==> src/rtl/mc_ctrl_pkg.sv <==
// Shared types and encodings for the multicycle CPU control FSM.
// Holds state encoding, opcode/funct values, ULA codes and mux selects.
// Also provides the per-state control decode used by the FSM.
package mc_ctrl_pkg;

  // FSM states; FETCH0 must stay at 0 because it is the reset/debug origin
  typedef enum logic [3:0] {
    S_FETCH0 = 4'd0,
    S_FETCH1 = 4'd1,
    S_DECODE = 4'd2,
    S_MEMADR = 4'd3,
    S_MEMRD0 = 4'd4,
    S_MEMRD1 = 4'd5,
    S_MEMWB  = 4'd6,
    S_MEMWR  = 4'd7,
    S_EXEC   = 4'd8,
    S_ALUWB  = 4'd9,
    S_BRANCH = 4'd10,
    S_ADDIEX = 4'd11,
    S_ADDIWB = 4'd12,
    S_JUMP   = 4'd13
  } state_t;

  // Opcodes (IR[31:26])
  localparam logic [5:0] OP_RTYPE = 6'b000000;
  localparam logic [5:0] OP_LW    = 6'b100011;
  localparam logic [5:0] OP_SW    = 6'b101011;
  localparam logic [5:0] OP_BEQ   = 6'b000100;
  localparam logic [5:0] OP_ADDI  = 6'b001000;
  localparam logic [5:0] OP_J     = 6'b000010;

  // R-type function codes (IR[5:0])
  localparam logic [5:0] FN_ADD = 6'b100000;
  localparam logic [5:0] FN_SUB = 6'b100010;
  localparam logic [5:0] FN_AND = 6'b100100;
  localparam logic [5:0] FN_OR  = 6'b100101;
  localparam logic [5:0] FN_SLT = 6'b101010;

  // ULAControl codes
  localparam logic [2:0] ULA_ADD = 3'b010;
  localparam logic [2:0] ULA_SUB = 3'b110;
  localparam logic [2:0] ULA_AND = 3'b000;
  localparam logic [2:0] ULA_OR  = 3'b001;
  localparam logic [2:0] ULA_SLT = 3'b111;

  // ULASrcB selects
  localparam logic [1:0] SRCB_REG = 2'b00;
  localparam logic [1:0] SRCB_ONE = 2'b01;
  localparam logic [1:0] SRCB_IMM = 2'b10;

  // PCSrc selects
  localparam logic [1:0] PCSRC_ALU    = 2'b00;
  localparam logic [1:0] PCSRC_ALUOUT = 2'b01;
  localparam logic [1:0] PCSRC_JUMP   = 2'b10;

  // Datapath control bundle, one value per state
  typedef struct packed {
    logic       iord;
    logic       mem_write;
    logic       ir_write;
    logic       pc_write;
    logic       branch;
    logic [1:0] pc_src;
    logic [2:0] ula_ctrl;
    logic       ula_src_a;
    logic [1:0] ula_src_b;
    logic       reg_write;
    logic       mem_to_reg;
    logic       reg_dst;
    logic       done;
  } ctrl_t;

  // Control values for a state; anything not set keeps the FETCH0 value.
  // exec_ula is only consulted in EXEC (R-type operation).
  function automatic ctrl_t state_ctrl(input state_t s, input logic [2:0] exec_ula);
    ctrl_t c;
    c           = '0;
    c.ula_ctrl  = ULA_ADD;
    c.ula_src_b = SRCB_ONE;
    c.pc_src    = PCSRC_ALU;
    case (s)
      S_FETCH1: begin
        c.ir_write = 1'b1;
        c.pc_write = 1'b1;
      end
      S_MEMADR: begin
        c.ula_src_a = 1'b1;
        c.ula_src_b = SRCB_IMM;
      end
      S_MEMRD0, S_MEMRD1: begin
        c.iord = 1'b1;
      end
      S_MEMWB: begin
        c.reg_write  = 1'b1;
        c.mem_to_reg = 1'b1;
        c.reg_dst    = 1'b1;
        c.done       = 1'b1;
      end
      S_MEMWR: begin
        c.iord      = 1'b1;
        c.mem_write = 1'b1;
        c.done      = 1'b1;
      end
      S_EXEC: begin
        c.ula_src_a = 1'b1;
        c.ula_src_b = SRCB_REG;
        c.ula_ctrl  = exec_ula;
      end
      S_ALUWB: begin
        c.reg_write = 1'b1;
        c.done      = 1'b1;
      end
      S_BRANCH: begin
        c.ula_src_a = 1'b1;
        c.ula_src_b = SRCB_REG;
        c.ula_ctrl  = ULA_SUB;
        c.branch    = 1'b1;
        c.pc_src    = PCSRC_ALUOUT;
        c.done      = 1'b1;
      end
      S_ADDIEX: begin
        c.ula_src_a = 1'b1;
        c.ula_src_b = SRCB_IMM;
      end
      S_ADDIWB: begin
        c.reg_write = 1'b1;
        c.reg_dst   = 1'b1;
        c.done      = 1'b1;
      end
      S_JUMP: begin
        c.pc_write = 1'b1;
        c.pc_src   = PCSRC_JUMP;
        c.done     = 1'b1;
      end
      default: begin
      end
    endcase
    return c;
  endfunction

endpackage

==> src/rtl/multicycle_ctrl_fsm_ula_funct_dec.sv <==
// R-type Funct to ULAControl decoder with a valid flag for unknown functs.
// Latency: combinational.
// Backpressure: none; pure decode.
module ula_funct_dec
  import mc_ctrl_pkg::*;
(
  input  logic [5:0] i_funct,
  output logic [2:0] o_ula_ctrl,
  output logic       o_valid
);

  // Map supported functs; anything else is flagged invalid
  always_comb begin
    o_ula_ctrl = ULA_ADD;
    o_valid    = 1'b1;
    case (i_funct)
      FN_ADD:  o_ula_ctrl = ULA_ADD;
      FN_SUB:  o_ula_ctrl = ULA_SUB;
      FN_AND:  o_ula_ctrl = ULA_AND;
      FN_OR:   o_ula_ctrl = ULA_OR;
      FN_SLT:  o_ula_ctrl = ULA_SLT;
      default: o_valid    = 1'b0;
    endcase
  end

endmodule

==> src/rtl/multicycle_ctrl_fsm.sv <==
// Moore control FSM sequencing the 8-bit multicycle CPU datapath.
// Latency: lw 7 cycles; sw/R-type/addi 5; beq/j 4; outputs follow the state register.
// Backpressure: step_en=0 freezes state and counter and forces every write-enable low.
module multicycle_ctrl_fsm
  import mc_ctrl_pkg::*;
#(
  parameter int CNT_W = 8
) (
  input  logic             clk,
  input  logic             rst,
  input  logic             step_en,
  input  logic [5:0]       Op,
  input  logic [5:0]       Funct,
  output logic             IorD,
  output logic             MemWrite,
  output logic             IRWrite,
  output logic             PCWrite,
  output logic             Branch,
  output logic [1:0]       PCSrc,
  output logic [2:0]       ULAControl,
  output logic             ULASrcA,
  output logic [1:0]       ULASrcB,
  output logic             RegWrite,
  output logic             MemtoReg,
  output logic             RegDst,
  output logic             illegal,
  output logic             instr_done,
  output logic [CNT_W-1:0] instr_cnt,
  output logic [3:0]       state_dbg
);

  state_t           r_state;
  ctrl_t            r_ctrl;
  logic [CNT_W-1:0] r_cnt;

  state_t           w_next_state;
  logic [2:0]       w_funct_ctrl;
  logic             w_funct_vld;
  logic             w_op_legal;

  ula_funct_dec u_ula_funct_dec (
    .i_funct    (Funct),
    .o_ula_ctrl (w_funct_ctrl),
    .o_valid    (w_funct_vld)
  );

  // Opcode legality; R-type additionally needs a known Funct
  always_comb begin
    w_op_legal = 1'b0;
    case (Op)
      OP_LW, OP_SW, OP_BEQ, OP_ADDI, OP_J: w_op_legal = 1'b1;
      OP_RTYPE:                            w_op_legal = w_funct_vld;
      default:                             w_op_legal = 1'b0;
    endcase
  end

  // Next-state selection from the current state and instruction fields
  always_comb begin
    w_next_state = S_FETCH0;
    case (r_state)
      S_FETCH0: w_next_state = S_FETCH1;
      S_FETCH1: w_next_state = S_DECODE;
      S_DECODE: begin
        case (Op)
          OP_LW, OP_SW: w_next_state = S_MEMADR;
          OP_RTYPE:     w_next_state = w_funct_vld ? S_EXEC : S_FETCH0;
          OP_BEQ:       w_next_state = S_BRANCH;
          OP_ADDI:      w_next_state = S_ADDIEX;
          OP_J:         w_next_state = S_JUMP;
          default:      w_next_state = S_FETCH0;
        endcase
      end
      S_MEMADR: w_next_state = (Op == OP_SW) ? S_MEMWR : S_MEMRD0;
      S_MEMRD0: w_next_state = S_MEMRD1;
      S_MEMRD1: w_next_state = S_MEMWB;
      S_EXEC:   w_next_state = S_ALUWB;
      S_ADDIEX: w_next_state = S_ADDIWB;
      default:  w_next_state = S_FETCH0;
    endcase
  end

  // State, registered control bundle for that state, and retired counter
  always_ff @(posedge clk) begin
    if (!rst) begin
      r_state <= S_FETCH0;
      r_ctrl  <= state_ctrl(S_FETCH0, ULA_ADD);
      r_cnt   <= '0;
    end else if (step_en) begin
      r_state <= w_next_state;
      r_ctrl  <= state_ctrl(w_next_state, w_funct_ctrl);
      if (r_ctrl.done) begin
        r_cnt <= r_cnt + CNT_W'(1);
      end
    end
  end

  // Selects come straight from the registered bundle
  assign IorD       = r_ctrl.iord;
  assign PCSrc      = r_ctrl.pc_src;
  assign ULAControl = r_ctrl.ula_ctrl;
  assign ULASrcA    = r_ctrl.ula_src_a;
  assign ULASrcB    = r_ctrl.ula_src_b;
  assign MemtoReg   = r_ctrl.mem_to_reg;
  assign RegDst     = r_ctrl.reg_dst;

  // Enables and pulses are gated so a frozen cycle never writes anything
  assign MemWrite   = r_ctrl.mem_write & step_en;
  assign IRWrite    = r_ctrl.ir_write  & step_en;
  assign PCWrite    = r_ctrl.pc_write  & step_en;
  assign Branch     = r_ctrl.branch    & step_en;
  assign RegWrite   = r_ctrl.reg_write & step_en;
  assign instr_done = r_ctrl.done      & step_en;
  assign illegal    = (r_state == S_DECODE) & ~w_op_legal & step_en;

  assign instr_cnt  = r_cnt;
  assign state_dbg  = r_state;

endmodule

==> config.mk <==
export PLATFORM = sky130hd
export DESIGN_NAME = multicycle_ctrl_fsm
export DESIGN_NICKNAME = d
export VERILOG_FILES = /design/src/rtl/mc_ctrl_pkg.sv /design/src/rtl/multicycle_ctrl_fsm_ula_funct_dec.sv /design/src/rtl/multicycle_ctrl_fsm.sv
export SDC_FILE = /design/constraint.sdc
export NUM_CORES = 1
export LEC_CHECK = 0
export BUFFER_PORTS_ARGS = -buffer_cell sky130_fd_sc_hd__buf_2
export CORE_AREA = 3 3 67 69
export CTS_CLUSTER_SIZE = 30
export DETAILED_ROUTE_END_ITERATION = 10
export DIE_AREA = 0 0 70 72
export GPL_TIMING_DRIVEN = 0
export PLACE_DENSITY = 0.71
export SYNTH_ARGS = -nofsm -noshare
export SYNTH_HDL_FRONTEND = slang
export SYNTH_SLANG_ARGS = --single-unit
==> constraint.sdc <==
create_clock -name clk -period 1.7 [get_ports clk]
set_input_delay 0.085 -clock clk [delete_from_list [all_inputs] [get_ports clk]]
set_output_delay 0.085 -clock clk [all_outputs]
set_load 0.01 [all_outputs]
**Word level (Yosys, flattened, before mapping)**

Index checks and enable logic that the tools add are counted.

- Register bits after elaboration: 29
- Bits of input ports: 15
- Logic and storage cells: 86

- Add/subtract/negate cells: 1
- Equality and inequality tests: 29
- Mux-type cells: 19
- Bitwise operators: 9
- Reduce and logical (&&, ||, !) cells: 13

Operators by type and width:

| operator | count |
|---|---|
| $eq 6x6->1 const B | 7 |
| $eq 4x4->1 const B | 8 |
| $pmux 4 s8 | 1 |
| $eq 4x3->1 const B | 6 |
| $pmux 4 s5 | 1 |
| $eq 4x2->1 const B | 3 |
| $pmux 3 s2 | 2 |
| $pmux 3 s4 | 1 |
| $mux 1 | 10 |
| $reduce_or 2->1 | 5 |
| $reduce_or 5->1 | 2 |
| $add 8x1->8 const B | 1 |
| $and 1x1->1 | 8 |
| $eq 4x1->1 const B | 2 |
| $eq 6x2->1 const B | 1 |
| $eq 6x3->1 const B | 1 |
| $eq 6x4->1 const B | 1 |
| $logic_not 6->1 | 1 |
| $reduce_or 3->1 | 2 |
| $reduce_or 6->1 | 1 |
| $logic_not 4->1 | 1 |
| $mux 4 | 1 |
| $pmux 2 s2 | 1 |
| $mux 2 | 1 |
| 3 further kinds | 3 |

**Longest topological paths before layout**

Gate-level depths: netlist of run 1.

- Depth in word-level cells: 9
- Mapped depth: 7

**Cells and area by module**

From an unflattened synthesis of run 1, not the netlist that was laid out.

- Cells, all modules: 189
- Area, all modules: 1725.4 µm²

Modules (own cells, without submodules):

| module | times used | cells each | area each (µm²) |
|---|---|---|---|
| multicycle_ctrl_fsm | 1 | 180 | 1639.1 |
| ula_funct_dec | 1 | 9 | 86.3 |

**Worst setup path before layout of run 1**

Ideal clock, no wire load.

- Path type: reg2reg
- Start point: reg r_state[1], in the netlist state_dbg[1]
- End point: reg r_ctrl (netlist bit ULAControl[1])
- Library setup time: 0.115 ns
- Arrival time: 1.725 ns
- Required time: 1.585 ns
- Path slack: -0.140 ns
- Cell stages (with the launch flop): 8
- Path buffers: 1
- Period minus slack after synthesis: 1.840 ns
- Cell sequence: dfxtp_1 > buf_4 > nor2b_4 > nand2_2 > o41ai_2 > and3_1 > nand3_1 > o21a_1

- Longest elaborated chain between the ends: 4
- Elaborated cells between the ends (all ways): 12

RTL lines:

| item | RTL line | source |
|---|---|---|
| start: declaration | multicycle_ctrl_fsm.sv:32 | `state_t r_state;` |
| start signal: assignment | multicycle_ctrl_fsm.sv:89 | `r_state <= w_next_state;` |
| $eq 4x4->1 (tied with other cells) | multicycle_ctrl_fsm.sv:60 | `case (r_state)` |
| $pmux 4 s8 * | multicycle_ctrl_fsm.sv:60 |  |
| $eq 4x4->1 | mc_ctrl_pkg.sv:81 | `case (s)` |
| $pmux 3 s2 * | mc_ctrl_pkg.sv:81 |  |
| end signal: assignment | multicycle_ctrl_fsm.sv:86 | `r_ctrl <= state_ctrl(S_FETCH0, ULA_ADD);` |
| end signal: assignment | multicycle_ctrl_fsm.sv:90 | `r_ctrl <= state_ctrl(w_next_state, w_funct_ctrl);` |
| end: declaration | multicycle_ctrl_fsm.sv:33 | `ctrl_t r_ctrl;` |

Every way passes the cells marked *; elsewhere a longest branch is shown, timed or not.
A chain may end at the register's enable or synchronous reset.

**Final worst setup path of run 1**

- Start point: reg r_state[2], in the netlist state_dbg[2]
- End point: reg r_ctrl (netlist bit ULASrcB[0])

- Longest elaborated chain between the ends: 5
- Elaborated cells between the ends (all ways): 16

RTL lines:

| item | RTL line |
|---|---|
| $eq 4x4->1 (tied with other cells) | multicycle_ctrl_fsm.sv:60 |
| $pmux 4 s8 * | multicycle_ctrl_fsm.sv:60 |
| $eq 4x4->1 or $eq 4x2->1 (tied branches) | mc_ctrl_pkg.sv:81 |
| $reduce_or 2->1 (no source line) | n/a |
| $pmux 3 s2 * | mc_ctrl_pkg.sv:81 |

Marked as above.

==> impl_metrics.json, run 1 <==
{
  "clk_path_buf_depth": 2,
  "numCtsBuffers": 3,
  "crit_path_end_kind": "flip-flop",
  "drt_iter0_drc": 68,
  "synthAdderAreaFrac": 0.0144,
  "clk_pin_slew_worst_paths_ns": 0.10,
  "nFillCells": 415,
  "wl_mm": 3.76,
  "dieArea_um2": 5040,
  "pwr-share-seq": 0.514,
  "synth-simple-area-share": 0.313,
  "io_buffers": 43,
  "avgSynthCellArea_um2": 8.57,
  "synth.distinct_cells": 45,
  "criticalPathCategory": "reg -> reg",
  "synth_top_family_by_area": "simple AND/OR/NAND/NOR gates",
  "place_area_um2": 1860,
  "ys_async_sr_fraction": 0,
  "synth_area_um2": 1570,
  "seq_area_frac_synth": 0.357,
  "die_w_um": 70,
  "final_area_um2": 1990,
  "place_congestion": 0.796,
  "final_hold_viol_count": 0,
  "setup_tns_ns": 0,
  "globalRoute.totalOverflow": 0,
  "maxSlewHeadroom": 0.688,
  "die_h_um": 72,
  "route.met2.wl_mm": 1.91,
  "antenna_found_initial": 0,
  "rsz0062_at_grt": "no",
  "skew_ns": 0.00347,
  "p_int_mw": 0.981,
  "outcome": "completed",
  "met3_length_um": 129,
  "synth_top_area_frac": 0.357,
  "p_sw_frac": 0.269,
  "clockRootBuffer": "clkbuf_8",
  "period_needed_ns": 1.60,
  "synthMuxAreaShare": 0.0447,
  "clk_latency_ns": 0.28,
  "top_layer_used": "met4",
  "leakage_nw": 0.893,
  "synth_xor_area_frac": 0.0335,
  "maxCapViolations": 0,
  "finalSetupViolCount": 0,
  "drt-vias-per-instance": 5.20,
  "first_pass_iters": 4,
  "critPathMaxFanout": 9,
  "ant_nets": 0,
  "vias": 1465,
  "grt_max_degree": 16,
  "crit_required_ns": 1.87,
  "synth_top_area_cell": "dfxtp_1",
  "synth.area.top_cells": "dfxtp_1, and2_1, mux2i_1, buf_4, nand4_1",
  "grt_use_total": 0.147,
  "hold_class": "in -> reg",
  "fmax_mhz": 626,
  "cp-start-kind": "flip-flop",
  "nNetsFinal": 249,
  "tightest_slew_ns": 0.466,
  "hpwlAfterDp_mm": 2.77,
  "drc": 0,
  "powerDensity_nw_per_um2": 675,
  "ys_warn_count": 0,
  "maxSlewViolCount": 0,
  "vdd_drop_max_mv": 0.283,
  "io-pin-count": 45,
  "n_antenna_cell": 0,
  "grt_pass1_vias": 1271,
  "htree_levels": 1,
  "drive_gt1_frac": 0.328,
  "clockPowerShare": 0.317,
  "wl_met1_mm": 1.69,
  "core_um2": 3970,
  "synth-edff-count": 0,
  "synth_nets": 199,
  "switching_power_mw": 0.361,
  "synth_cells": 183,
  "grt_pass1_wl_mm": 6.05,
  "power_frac_comb": 0.169,
  "cts_tree": "done",
  "p_total_mw": 1.34,
  "ys_seq_elements": 28,
  "area_growth_pct": 26.6,
  "initial_utilization": 0.395,
  "synth_compound_area_frac": 0.170,
  "synth_top_flop_cell": "dfxtp_1",
  "fin_crit_sh": 0.939,
  "rows": 23,
  "clock_sinks": 28,
  "wl_per_cell_um": 13.3,
  "cp.arrival_ns": 1.76
}
cell families after synthesis:
kind of cell | after synthesis
adder cells (fa/ha/maj) | 2
AO/OA/AOI/OAI | 36
multiplexers | 7
AND/OR/NAND/NOR | 84
flip-flops | 28
buffers and inverters | 20
XOR/XNOR | 6
cell usage after synthesis (all sizes together) (3+ instances only):
cell type,number
dfxtp,28
and2,15
nand2,12
buf,11
o21ai,10
nand4,9
nor2,8
nor2b,8
mux2i,7
nand2b,7
a31oi,6
clkbuf,6
nand3,6
a21boi,5
and3,5
xnor2,5
or3,4
a21oi,3
inv,3
nor3b,3
cell type report:
class	count	area, µm²	area share
Buffer	15	87.6	0.0441
Clock buffer	4	55.1	0.0277
Inverter	3	11.3	0.00567
Multi-Input combinational cell	135	953	0.480
Sequential cell	28	568	0.286
Tap cell	50	62.6	0.0315
Timing Repair Buffer	47	249	0.125
worst paths after layout:
check,start,endpoint,slack (ns),depth (start not counted)
max,state_dbg[2]$_SDFFE_PN0P_,ULASrcB[0]$_SDFFE_PN1P_,0.10,6
min,rst,r_ctrl[3]$_SDFFE_PN0P_,0.11,3
max reg2reg,state_dbg[2]$_SDFFE_PN0P_,ULASrcB[0]$_SDFFE_PN1P_,0.10,6
min reg2reg,ULAControl[2]$_SDFFE_PN0P_,ULAControl[2]$_SDFFE_PN0P_,0.46,2
power groups by stage:
stage | Sequential, mW | Clock [mW] | Combinational, mW
6_report | 0.690 | 0.425 | 0.227
5_1_grt | 0.693 | 0.456 | 0.251
4_1_cts | 0.690 | 0.433 | 0.222
3_5_place_dp | 0.703 | 0 | 0.210
3_3_place_gp | 0.703 | 0 | 0.207
2_1_floorplan | 0.705 | 0 | 0.137
per-stage QoR:
| step | setup slack, ns | utilization | instances | hold slack [ns] |
|---|---|---|---|---|
| 2_1_floorplan | 0.0161 | - | 183 | 0.210 |
| 3_3_place_gp | -0.216 | 0.468 | 276 | 0.402 |
| 3_5_place_dp | -0.211 | 0.468 | 276 | 0.408 |
| 4_1_cts | 0.0147 | 0.497 | 283 | 0.107 |
| 5_1_grt | 0.00227 | 0.500 | 282 | 0.110 |
| 6_report | 0.104 | 0.500 | 282 | 0.115 |
state kept, by name, indices dropped and copies added (netlist names), 2 cells and up:
signal and flops:
instr_cnt 8, PCSrc 2, r_ctrl 5, state_dbg 4
ULAControl 3, ULASrcB 2
routing by layer:
layer / global-route usage / vias to the layer above
met5: 0 / -
met4: 0.0511 / 0
met3: 0.0208 / 2
met2: 0.240 / 30
met1: 0.199 / 688
li1: - / 745
cell usage in the layout, fill, tap and decap left out, types with 4 or more instances in the layout:
| cell | n |
|---|---|
| nor2b_1 | 6 |
| a31oi_1 | 6 |
| and2_1 | 15 |
| dfxtp_1 | 24 |
| clkbuf_8 | 4 |
| nor2_1 | 7 |
| nand3_1 | 5 |
| nand4_1 | 9 |
| xnor2_1 | 5 |
| or3_1 | 4 |
| o21ai_0 | 7 |
| buf_2 | 44 |
| nand2_1 | 11 |
| and3_1 | 4 |
| nand2b_1 | 6 |
| clkbuf_1 | 5 |
| mux2i_1 | 7 |
| buf_4 | 10 |
worst max-delay path, stage by stage, from the launching register on:
cell and delay (ns):
dfxtp_4 0.42, nor2b_4 0.06, buf_6 0.12, nor2b_4 0.14, a221oi_4 0.40, a31oi_1 0.16
nand3b_1 0.18
timing repair:
item                       CTS  global route
hold buffers                 0             0
gates resized for setup     11             7
buffers inserted             4             0
setup endpoints to repair    9             7
pin swaps                    5             3
No activity file was read; power rests on OpenSTA's default activity.
==> run 2: changes to the inputs <==
--- a/config.mk
+++ b/config.mk
@@ -6,12 +6,12 @@
 export NUM_CORES = 1
 export LEC_CHECK = 0
 export BUFFER_PORTS_ARGS = -buffer_cell sky130_fd_sc_hd__buf_2
-export CORE_AREA = 3 3 67 69
+export CORE_AREA = 3 3 63 65
 export CTS_CLUSTER_SIZE = 30
 export DETAILED_ROUTE_END_ITERATION = 10
-export DIE_AREA = 0 0 70 72
+export DIE_AREA = 0 0 66 68
 export GPL_TIMING_DRIVEN = 0
-export PLACE_DENSITY = 0.71
+export PLACE_DENSITY = 0.79
 export SYNTH_ARGS = -nofsm -noshare
 export SYNTH_HDL_FRONTEND = slang
 export SYNTH_SLANG_ARGS = --single-unit
==> run 2 against run 1 <==
- combinational power is essentially flat
- power up 0.72%
- register-to-register slack improved by 0.03 ns
- die area shrank 11%
- first-iteration DRC count rose by 8.8%
- highest routed layer unchanged
==> impl_metrics.json, run 2 (synthesis results as in run 1) <==
{
  "antenna_found_initial": 0,
  "die_h_um": 68,
  "crit_required_ns": 1.98,
  "maxSlewViolCount": 0,
  "grt_pass1_vias": 1300,
  "leakage_nw": 0.899,
  "cts_tree": "done",
  "instances_no_fill": 279,
  "clk_pin_slew_worst_paths_ns": 0.15,
  "maxSlewHeadroom": 0.689,
  "layout_common_cells": "buf_2, dfxtp_1, and2_1",
  "hpwlAfterDp_mm": 2.61,
  "final_area_um2": 1980,
  "n_antenna_cell": 0,
  "hold_class": "in -> reg",
  "wl_mm": 3.55,
  "dp_cells": 272,
  "p_int_mw": 1.01,
  "clk_latency_ns": 0.33,
  "nNetsFinal": 250,
  "p_sw_frac": 0.251,
  "drive_gt1_frac": 0.330,
  "first_pass_iters": 5,
  "vias": 1466,
  "period_needed_ns": 1.57,
  "drt_iter0_drc": 74,
  "skew_ns": 0.00400,
  "clk_path_buf_depth": 2,
  "tightest_slew_ns": 0.466,
  "htree_levels": 1,
  "ant_nets": 0,
  "clockRootBuffer": "clkbuf_4",
  "outcome": "completed",
  "cp-start-kind": "flip-flop",
  "clock_sinks": 28,
  "grt_use_total": 0.167,
  "grt_max_degree": 17,
  "finalSetupViolCount": 0,
  "final_hold_viol_count": 0,
  "globalRoute.totalOverflow": 0,
  "grt_pass1_wl_mm": 5.95,
  "die_w_um": 66,
  "drc": 0,
  "place_area_um2": 1850,
  "place_congestion": 0.805,
  "rows": 21,
  "rsz0062_at_grt": "no",
  "wl_per_cell_um": 12.7,
  "io-pin-count": 45,
  "powerDensity_nw_per_um2": 683,
  "fin_crit_sh": 0.922,
  "drt-vias-per-instance": 5.25,
  "dieArea_um2": 4490,
  "numCtsBuffers": 3,
  "switching_power_mw": 0.340,
  "pwr-share-seq": 0.509,
  "critPathMaxFanout": 6,
  "crit_path_end_kind": "flip-flop",
  "power_frac_comb": 0.168,
  "criticalPathCategory": "reg -> reg",
  "area_growth_pct": 26.2,
  "cp.arrival_ns": 1.85,
  "fin_util": 0.584,
  "core_um2": 3390,
  "io_buffers": 43,
  "layout_commonest_cell": "buf_2",
  "maxCapViolations": 0,
  "vdd_drop_max_mv": 0.300,
  "nFillCells": 297,
  "fmax_mhz": 638,
  "initial_utilization": 0.463,
  "largest_register_ffs": 8,
  "clockPowerShare": 0.323
}
==> run 2: cell count changes in the layout (fill, tap and decap cells not counted), sizes merged <==
cell,previous run,this run
clkbuf,10,8
buf,56,58
bufinv,0,1
==> run 2: power by group through the flow <==
stage               clock, mW  sequential (mW)  combinational, mW
floorplan                   0            0.705              0.137
global placement            0            0.702              0.206
detailed placement          0            0.702              0.208
CTS                     0.438            0.689              0.216
global route            0.471            0.690              0.252
finish                  0.437            0.688              0.227
==> run 2: area by class of cell <==
class	count	area [µm²]	share of cell area
multi-input cells	135	943	0.477
clock buffers	3	22.5	0.0114
clock inverters	1	30.0	0.0152
flip-flops and latches	28	571	0.288
inverters	3	11.3	0.00569
repair buffers	49	260	0.131
well taps	46	57.6	0.0291
plain buffers	14	83.8	0.0424
==> run 2: routing by layer <==
metal,global-route usage,share of wire,vias up
met3,0.0246,0.039,4
met4,0.0431,0.0099,0
li1,-,-,747
met2,0.275,0.49,28
met5,0,0,-
met1,0.231,0.46,687
==> run 2: repair_timing <==
item | 4_1_cts | 5_1_grt
endpoints found under the setup margin | 10 | 8
buffers inserted | 4 | 2
hold endpoints to repair | 0 | 0
hold buffers | 0 | 0
pin swaps | 3 | 3
resized for setup | 8 | 7
==> run 2: path summary, 6_finish.rpt <==
kind	from	to	slack, ns	cells after the start
setup / recovery	state_dbg[1]$_SDFFE_PN0P_	state_dbg[1]$_SDFFE_PN0P_	0.13	5
hold reg to reg	ULAControl[0]$_SDFFE_PN0P_	ULAControl[0]$_SDFFE_PN0P_	0.45	2
setup reg to reg	state_dbg[1]$_SDFFE_PN0P_	state_dbg[1]$_SDFFE_PN0P_	0.13	5
hold / removal	rst	state_dbg[0]$_SDFFE_PN0P_	0.05	3
==> run 2: worst max-delay path, cell delays in order, from the launching register on <==
cell     delay [ns]
dfxtp_4        0.37
nor2b_4        0.19
or3b_1         0.45
and3_1         0.26
nand2_1        0.11
o211a_1        0.15
==> run 2: metrics by stage <==
step                      hold slack, ns  TNS, ns  power (mW)  worst slack (ns)
final                             0.0539        0        1.35             0.132
after global routing              0.0381        0        1.41           0.00501
after global placement             0.407   -0.824       0.908            -0.188
after detailed placement           0.406    -1.10       0.910            -0.218
after CTS                         0.0547        0        1.34            0.0370
after floorplan                    0.210        0       0.842            0.0161
